File: src/rtl/uart_pkg.sv
// Shared definitions for the UART transmitter: FSM state encoding, parity types, default width.
package uart_pkg;

    localparam int unsigned DATA_WIDTH_DEF = 8;

    typedef enum logic [2:0] {
        ST_IDLE   = 3'd0,
        ST_START  = 3'd1,
        ST_DATA   = 3'd2,
        ST_PARITY = 3'd3,
        ST_STOP   = 3'd4
    } state_e;

    localparam logic PAR_EVEN = 1'b0;
    localparam logic PAR_ODD  = 1'b1;

endpackage

File: src/rtl/uart_tx_serializer.sv
// Payload register and bit index for the UART transmitter; rotates LSB-first so the
// latched payload (and its XOR) is intact again once the last bit has been sent.
module uart_tx_serializer
    import uart_pkg::*;
#(
    parameter int unsigned DATA_WIDTH = DATA_WIDTH_DEF
) (
    input  logic                  clk,
    input  logic                  rst,
    input  logic                  load,
    input  logic [DATA_WIDTH-1:0] load_data,
    input  logic                  shift,
    output logic                  first_bit_c,
    output logic                  next_bit_c,
    output logic                  done_c,
    output logic                  xor_c
);

    localparam int unsigned IDX_W = (DATA_WIDTH > 2) ? $clog2(DATA_WIDTH) : 1;

    logic [DATA_WIDTH-1:0] data_q, data_d;
    logic [IDX_W-1:0]      idx_q, idx_d;

    assign first_bit_c = data_q[0];
    assign next_bit_c  = data_q[1];
    assign done_c      = (idx_q == IDX_W'(DATA_WIDTH - 1));
    assign xor_c       = ^data_q;

    // Index clears on the shift that ends the data phase.
    always_comb begin
        data_d = data_q;
        idx_d  = idx_q;
        if (load) begin
            data_d = load_data;
            idx_d  = '0;
        end else if (shift) begin
            data_d = {data_q[0], data_q[DATA_WIDTH-1:1]};
            idx_d  = done_c ? '0 : idx_q + IDX_W'(1);
        end
    end

    always_ff @(posedge clk or posedge rst) begin
        if (rst) begin
            data_q <= '0;
            idx_q  <= '0;
        end else begin
            data_q <= data_d;
            idx_q  <= idx_d;
        end
    end

endmodule

File: src/rtl/uart_tx.sv
// UART transmitter: start bit, LSB-first payload, optional parity, stop bit; one bit per CLK.
// Parity support is built only when UART_TX_PARITY_EN is defined.
module uart_tx
    import uart_pkg::*;
#(
    parameter int unsigned DATA_WIDTH = DATA_WIDTH_DEF
) (
    input  logic                  CLK,
    input  logic                  RST,
    input  logic [DATA_WIDTH-1:0] P_DATA,
    input  logic                  Data_Valid,
    input  logic                  PAR_EN,
    input  logic                  PAR_TYP,
    output logic                  TX_OUT,
    output logic                  Busy
);

    state_e state_q, state_d;
    logic   tx_out_q, tx_out_d;
    logic   busy_q, busy_d;
    logic   ser_load, ser_shift;
    logic   ser_first, ser_next, ser_done, ser_xor;

`ifdef UART_TX_PARITY_EN
    logic par_en_q, par_en_d;
    logic par_typ_q, par_typ_d;
`else
    logic unused_c;
    assign unused_c = ^{PAR_EN, PAR_TYP, ser_xor};
`endif

    uart_tx_serializer #(.DATA_WIDTH(DATA_WIDTH)) u_ser (
        .clk         (CLK),
        .rst         (RST),
        .load        (ser_load),
        .load_data   (P_DATA),
        .shift       (ser_shift),
        .first_bit_c (ser_first),
        .next_bit_c  (ser_next),
        .done_c      (ser_done),
        .xor_c       (ser_xor)
    );

    // Outputs are computed for the state being entered so they come straight from flops.
    always_comb begin
        state_d   = state_q;
        tx_out_d  = 1'b1;
        busy_d    = 1'b1;
        ser_load  = 1'b0;
        ser_shift = 1'b0;
`ifdef UART_TX_PARITY_EN
        par_en_d  = par_en_q;
        par_typ_d = par_typ_q;
`endif
        case (state_q)
            ST_IDLE: begin
                if (Data_Valid) begin
                    state_d   = ST_START;
                    tx_out_d  = 1'b0;
                    ser_load  = 1'b1;
`ifdef UART_TX_PARITY_EN
                    par_en_d  = PAR_EN;
                    par_typ_d = PAR_TYP;
`endif
                end else begin
                    busy_d = 1'b0;
                end
            end
            ST_START: begin
                state_d  = ST_DATA;
                tx_out_d = ser_first;
            end
            ST_DATA: begin
                ser_shift = 1'b1;
                if (!ser_done) begin
                    tx_out_d = ser_next;
`ifdef UART_TX_PARITY_EN
                end else if (par_en_q) begin
                    state_d  = ST_PARITY;
                    tx_out_d = ser_xor ^ (par_typ_q == PAR_ODD);
`endif
                end else begin
                    state_d = ST_STOP;
                end
            end
`ifdef UART_TX_PARITY_EN
            ST_PARITY: begin
                state_d = ST_STOP;
            end
`endif
            ST_STOP: begin
                state_d = ST_IDLE;
                busy_d  = 1'b0;
            end
            default: begin
                state_d = ST_IDLE;
                busy_d  = 1'b0;
            end
        endcase
    end

    always_ff @(posedge CLK or posedge RST) begin
        if (RST) begin
            state_q   <= ST_IDLE;
            tx_out_q  <= 1'b1;
            busy_q    <= 1'b0;
`ifdef UART_TX_PARITY_EN
            par_en_q  <= 1'b0;
            par_typ_q <= PAR_EVEN;
`endif
        end else begin
            state_q   <= state_d;
            tx_out_q  <= tx_out_d;
            busy_q    <= busy_d;
`ifdef UART_TX_PARITY_EN
            par_en_q  <= par_en_d;
            par_typ_q <= par_typ_d;
`endif
        end
    end

    assign TX_OUT = tx_out_q;
    assign Busy   = busy_q;

endmodule

File: config.mk
export PLATFORM = sky130hd
export DESIGN_NAME = uart_tx
export DESIGN_NICKNAME = d
export VERILOG_FILES = /design/src/rtl/uart_pkg.sv /design/src/rtl/uart_tx_serializer.sv /design/src/rtl/uart_tx.sv
export SDC_FILE = /design/constraint.sdc
export NUM_CORES = 1
export LEC_CHECK = 0
export CAP_MARGIN = 20
export CORE_MARGIN = 2
export CORE_UTILIZATION = 48
export DETAILED_ROUTE_END_ITERATION = 10
export PLACE_DENSITY = 0.8
export REMOVE_ABC_BUFFERS = 1
export SYNTH_ARGS = -nofsm -noshare
export SYNTH_HDL_FRONTEND = slang
export SYNTH_SLANG_ARGS = --single-unit
export TNS_END_PERCENT = 10
File: constraint.sdc
create_clock -name CLK -period 1.7 [get_ports CLK]
set_input_delay 0.51 -clock CLK [delete_from_list [all_inputs] [get_ports CLK]]
set_output_delay 0.51 -clock CLK [all_outputs]
set_load 0.005 [all_outputs]
Yosys cells after proc, flatten, opt, wreduce, memory -nomap -nowiden
Index checks and enable logic that the tools add are counted.
{ "totals": {"regBits": 16, "in_bits": 13, "output_inout_bits": 2, "wordCells": 30} }
{ "classes": {"addsub": 1, "n_eq_ne": 5, "n_mux": 15, "reduce_logical": 4} }
{ "ops": {"columns": ["op", "n"], "rows": [
  ["2-to-1 mux 8 bit", 2],
  ["2-to-1 mux 3 bit", 5],
  ["case mux 3 bit (3 select lines)", 1],
  ["2-to-1 mux 1 bit", 5],
  ["!= test 2 bit (second input constant)", 2],
  ["adder 3 x 1 -> 3 bit (second input constant)", 1],
  ["equality test 3 x 1 -> 1 bit (second input constant)", 1],
  ["equality test 3 x 2 -> 1 bit (second input constant)", 1],
  ["equality test 3 bit (second input constant)", 1],
  ["logical NOT 3 bit", 1],
  ["case mux 1 bit (3 select lines)", 1],
  ["case mux 1 bit (2 select lines)", 1],
  ["AND reduction 2 bit", 1],
  ["nonzero test 2 bit", 1],
  ["OR reduction 2 bit", 1]
]} }

Logic depth before layout (Yosys ltp)
{ "depth": {"depth_word": 4, "ltp_mapped": 5} }

Modules after synthesis
A second synthesis with hierarchy kept.
{ "unflattened": {"hier_cells": 76, "area_unflattened_um2": 822.0} }
{ "modules_own_cells": {"columns": ["module", "instances", "cells_per_inst", "area_each_um2", "seq_area_each_um2"], "rows": [
  ["uart_tx_serializer", 1, 55, 578.1, 275.3],
  ["uart_tx", 1, 21, 244.0, 126.4]
]} }

Worst setup path before layout
Ideal clock, no wire load.
{ "synth_timing": {"path_type": "register to register", "startpoint": "register u_ser.idx_q[0]", "endpoint": "register tx_out_q, in the netlist TX_OUT", "setup_ns": 0.086, "t_arrival_ns": 1.462, "t_required_ns": 1.614, "setup_slack_ns": 0.152, "stages_incl_launch_ff": 6, "n_path_buf": 0, "path_cell_list": "dfrtp_1 > ha_1 > ha_1 > or3b_1 > a221oi_2 > o21ai_1"} }
{ "synth_via": {"elab_chain_len": 3} }
{ "synth_rtl": {"columns": ["item", "line", "rtl"], "rows": [
  ["start, declared", "uart_tx_serializer.sv:22", "logic [IDX_W-1:0] idx_q, idx_d;"],
  ["start signal, assigned", "uart_tx_serializer.sv:48", "idx_q <= idx_d;"],
  ["equality test 3 bit", "uart_tx_serializer.sv:26", "assign done_c = (idx_q == IDX_W'(DATA_WIDTH - 1));"],
  ["2-to-1 mux 1 bit", "uart_tx.sv:75", "if (!ser_done) begin"],
  ["case mux 1 bit (3 select lines)", "uart_tx.sv:55", "case (state_q)"],
  ["net tx_out_d", "uart_tx.sv:19", "logic tx_out_q, tx_out_d;"],
  ["end signal, assigned", "uart_tx.sv:113", "tx_out_q <= tx_out_d;"],
  ["end, declared", "uart_tx.sv:19", null]
]} }
The timed path passes the listed nets, and every way through them passes these cells.
A chain may end at the register's enable or synchronous reset.

Final worst setup path
Same ends and word-level chain as after synthesis.

==> results.toml <==
[yosys]
syn_avg_cell_area_um2 = 13.05
synth_top_area_cell = "dfrtp_1"
yosysMostFrequentCell = "dfrtp_1"
async_flop_share_pct = 100.0
synth.top_cell.area_share_pct = 51.37
synth_area_um2 = 730.7
synth_seq_cells = 16
synth_cell_type_count = 22
synthTopCellsByCount = "dfrtp_1 (15), a22o_1 (8), a21o_1 (6)"
netlist_instances = 56
synth_edf_count = 0
ys_seq_area_share_pct = 54.97
synthFlopType = "dfrtp_1"
ys_warn_count = 0
synth_area_leaders = "dfrtp_1 (51%), a22o_1 (9.6%), a21o_1 (6.2%)"

[setup_path]
regToRegSetupSlack_ns = 0.06
rr_startpoint = "u_ser.idx_q[0]"
cp_max_fo = 3
arrival_ns = 1.86
worstSetupStartpointType = "flip-flop"
ff2ff_path_depth = 5
worstSetupPathType = "flip-flop to flip-flop"
regToRegEndpoint = "TX_OUT"
cp.required_ns = 1.92
crit_path_end_kind = "flip-flop"

[die]
dieArea_um2 = 1850
initial_utilization_pct = 49.66
fp.dieH_um = 43.02
core.rowCount = 14
fp.coreArea_um2 = 1471
die_x_um = 43.02
ios = 15

[outcome]
status = "finished clean"

[placed_design]
numPortBuffers = 12
place_hpwl_um = 937
place.gp.congestion = 0.7336
placed_cells = 91

[layout]
nets = 95
syn2layout_area_growth_pct = 31.51
finalNonFillerCells = 95
n_antenna_cell = 0
final_util_pct = 65.31
fillerInstances = 131
drive_gt1_share_pct = 25.32

[worst_hold_path]
min_path_type = "flip-flop to flip-flop"
min_to = "u_ser.data_q[3]"
min_from = "u_ser.data_q[3]"
min_delay_path_depth = 1

[sta]
worstMarginPinSlew_ns = 0.2360
fin_hold_ws_ns = 0.4853
fmax_ghz = 0.6095
final_max_slew_viol_count = 0
setup_violations = 0
fin_crit_ns = 1.641
fin_skew_ns = 0.001657
hold_viol = 0
final.period_utilization_pct = 96.52
maxSlewHeadroom_pct = 84.27

[routing]
viasPerCell = 5.368
wl_per_cell_um = 13.61
vias = 510
initialDrtViolationCount = 7
wl_mm = 1.293
drc = 0
drt_first_pass_iters = 4
ant_nets = 0

[clocking]
cts.sinks = 16
cts_setup_buffers = 0
cts-buffers-inserted = 3
clk_latency_ns = 0.29
cts.clk_slew.worst_paths_ns = 0.09
ctsHoldBuffers = 0
ctsRootBufferMaster = "clkbuf_4"
cts_buffer_depth = 2
htree_levels = 1
cts_tree = "yes"

[pwr]
peakVddDrop_v = 0.0008790
power_density_nw_per_um2 = 1724
power_w = 0.001657
power.leakage_nw = 0.4791

[global_routing]
overflow = 0
grt_use_total_pct = 16.64
grt_pass1_wl_mm = 2.201
grt_pass1_vias = 520
grt_antenna_before_repair = 0
grt_max_degree = 17

[job]
cap_violations = 0
==> what timing repair did <==
item,4_1_cts,5_1_grt
endpoints found under the hold margin,0,0
endpoints found under the setup margin,1,1
gates resized for setup,1,1
gates cloned,0,0
==> metal layers <==
metal / GRT usage, % / up-vias / routed length [µm]
met5: 0 / - / 0
met4: 10.91 / 0 / 10
met3: 2.553 / 2 / 53
met2: 27.88 / 12 / 655
met1: 19.51 / 244 / 574
li1: - / 252 / -
==> worst max path at each step <==
stage | start | to | cells past startpoint
6_report | u_ser.idx_q[0] | TX_OUT | 5
5_1_grt | u_ser.idx_q[0] | TX_OUT | 5
3_5_place_dp | Data_Valid | u_ser.data_q[5] | 6
3_3_place_gp | Data_Valid | u_ser.idx_q[1] | 6
2_1_floorplan | state_q[2] | u_ser.data_q[0] | 3
4_1_cts | u_ser.idx_q[0] | TX_OUT | 5
==> worst max-delay path, stage by stage (launching register included) <==
cell      delay, ns
dfrtp_1        0.41
ha_1           0.21
ha_1           0.21
or3b_4         0.39
a221oi_2       0.27
o21ai_1        0.09
==> power breakdown <==
group | total [W] | internal, W | switching (W)
Clock | 0.000254 | 0.000130 | 0.000123
Sequential | 0.000672 | 0.000558 | 0.000114
Combinational | 0.000732 | 0.000454 | 0.000278
==> layout by cell type, fill, tap and decap left out, types with 2 or more instances in the layout <==
cell              n
a21o_1            6
a21oi_1           2
a22o_1            8
buf_4             9
clkbuf_4          3
clkdlybuf4s50_1  11
dfrtp_1          15
ha_1              2
inv_1             2
mux2_1            2
mux2_2            2
nor2_1            3
==> cells by family (layout without fill, tap and decap cells) <==
kind of cell               Yosys count  count (layout)  share of synthesized area (%)
muxes                                5               5                          7.534
and+or+nand+nor                     10              10                          10.10
AOI/OAI and AO/OA                   19              19                          20.89
buffers and inverters                4              27                          3.082
DFF                                 16              16                          54.97
adders and majority gates            2               2                          3.424
==> per-stage QoR <==
stage          instance area [µm²]   TNS [ns]  setup slack [ns]
2_1_floorplan                715.7          0          0.001323
3_3_place_gp                 923.4     -1.393           -0.1617
3_5_place_dp                 923.4     -1.748           -0.1940
4_1_cts                      958.4          0           0.04351
5_1_grt                      960.9  -0.003556         -0.003556
6_report                     960.9          0           0.05923
==> flip-flops by register name, summed over array words and instances, names as in the netlist <==
| signal | cells |
|---|---|
| u_ser.idx_q | 3 |
| state_q | 3 |
| TX_OUT | 1 |
| u_ser.data_q | 8 |
| Busy | 1 |
==> cell type report <==
| cell class | count | area, µm² | share of cell area [%] |
|---|---|---|---|
| clock buffer | 4 | 36.28 | 3.776 |
| inverter | 2 | 7.507 | 0.7812 |
| multi-input combinational | 36 | 309.0 | 32.16 |
| sequential | 16 | 401.6 | 41.80 |
| tap | 16 | 20.02 | 2.083 |
| timing repair buffer | 21 | 186.4 | 19.40 |
Power figures use the tool's default switching activity.
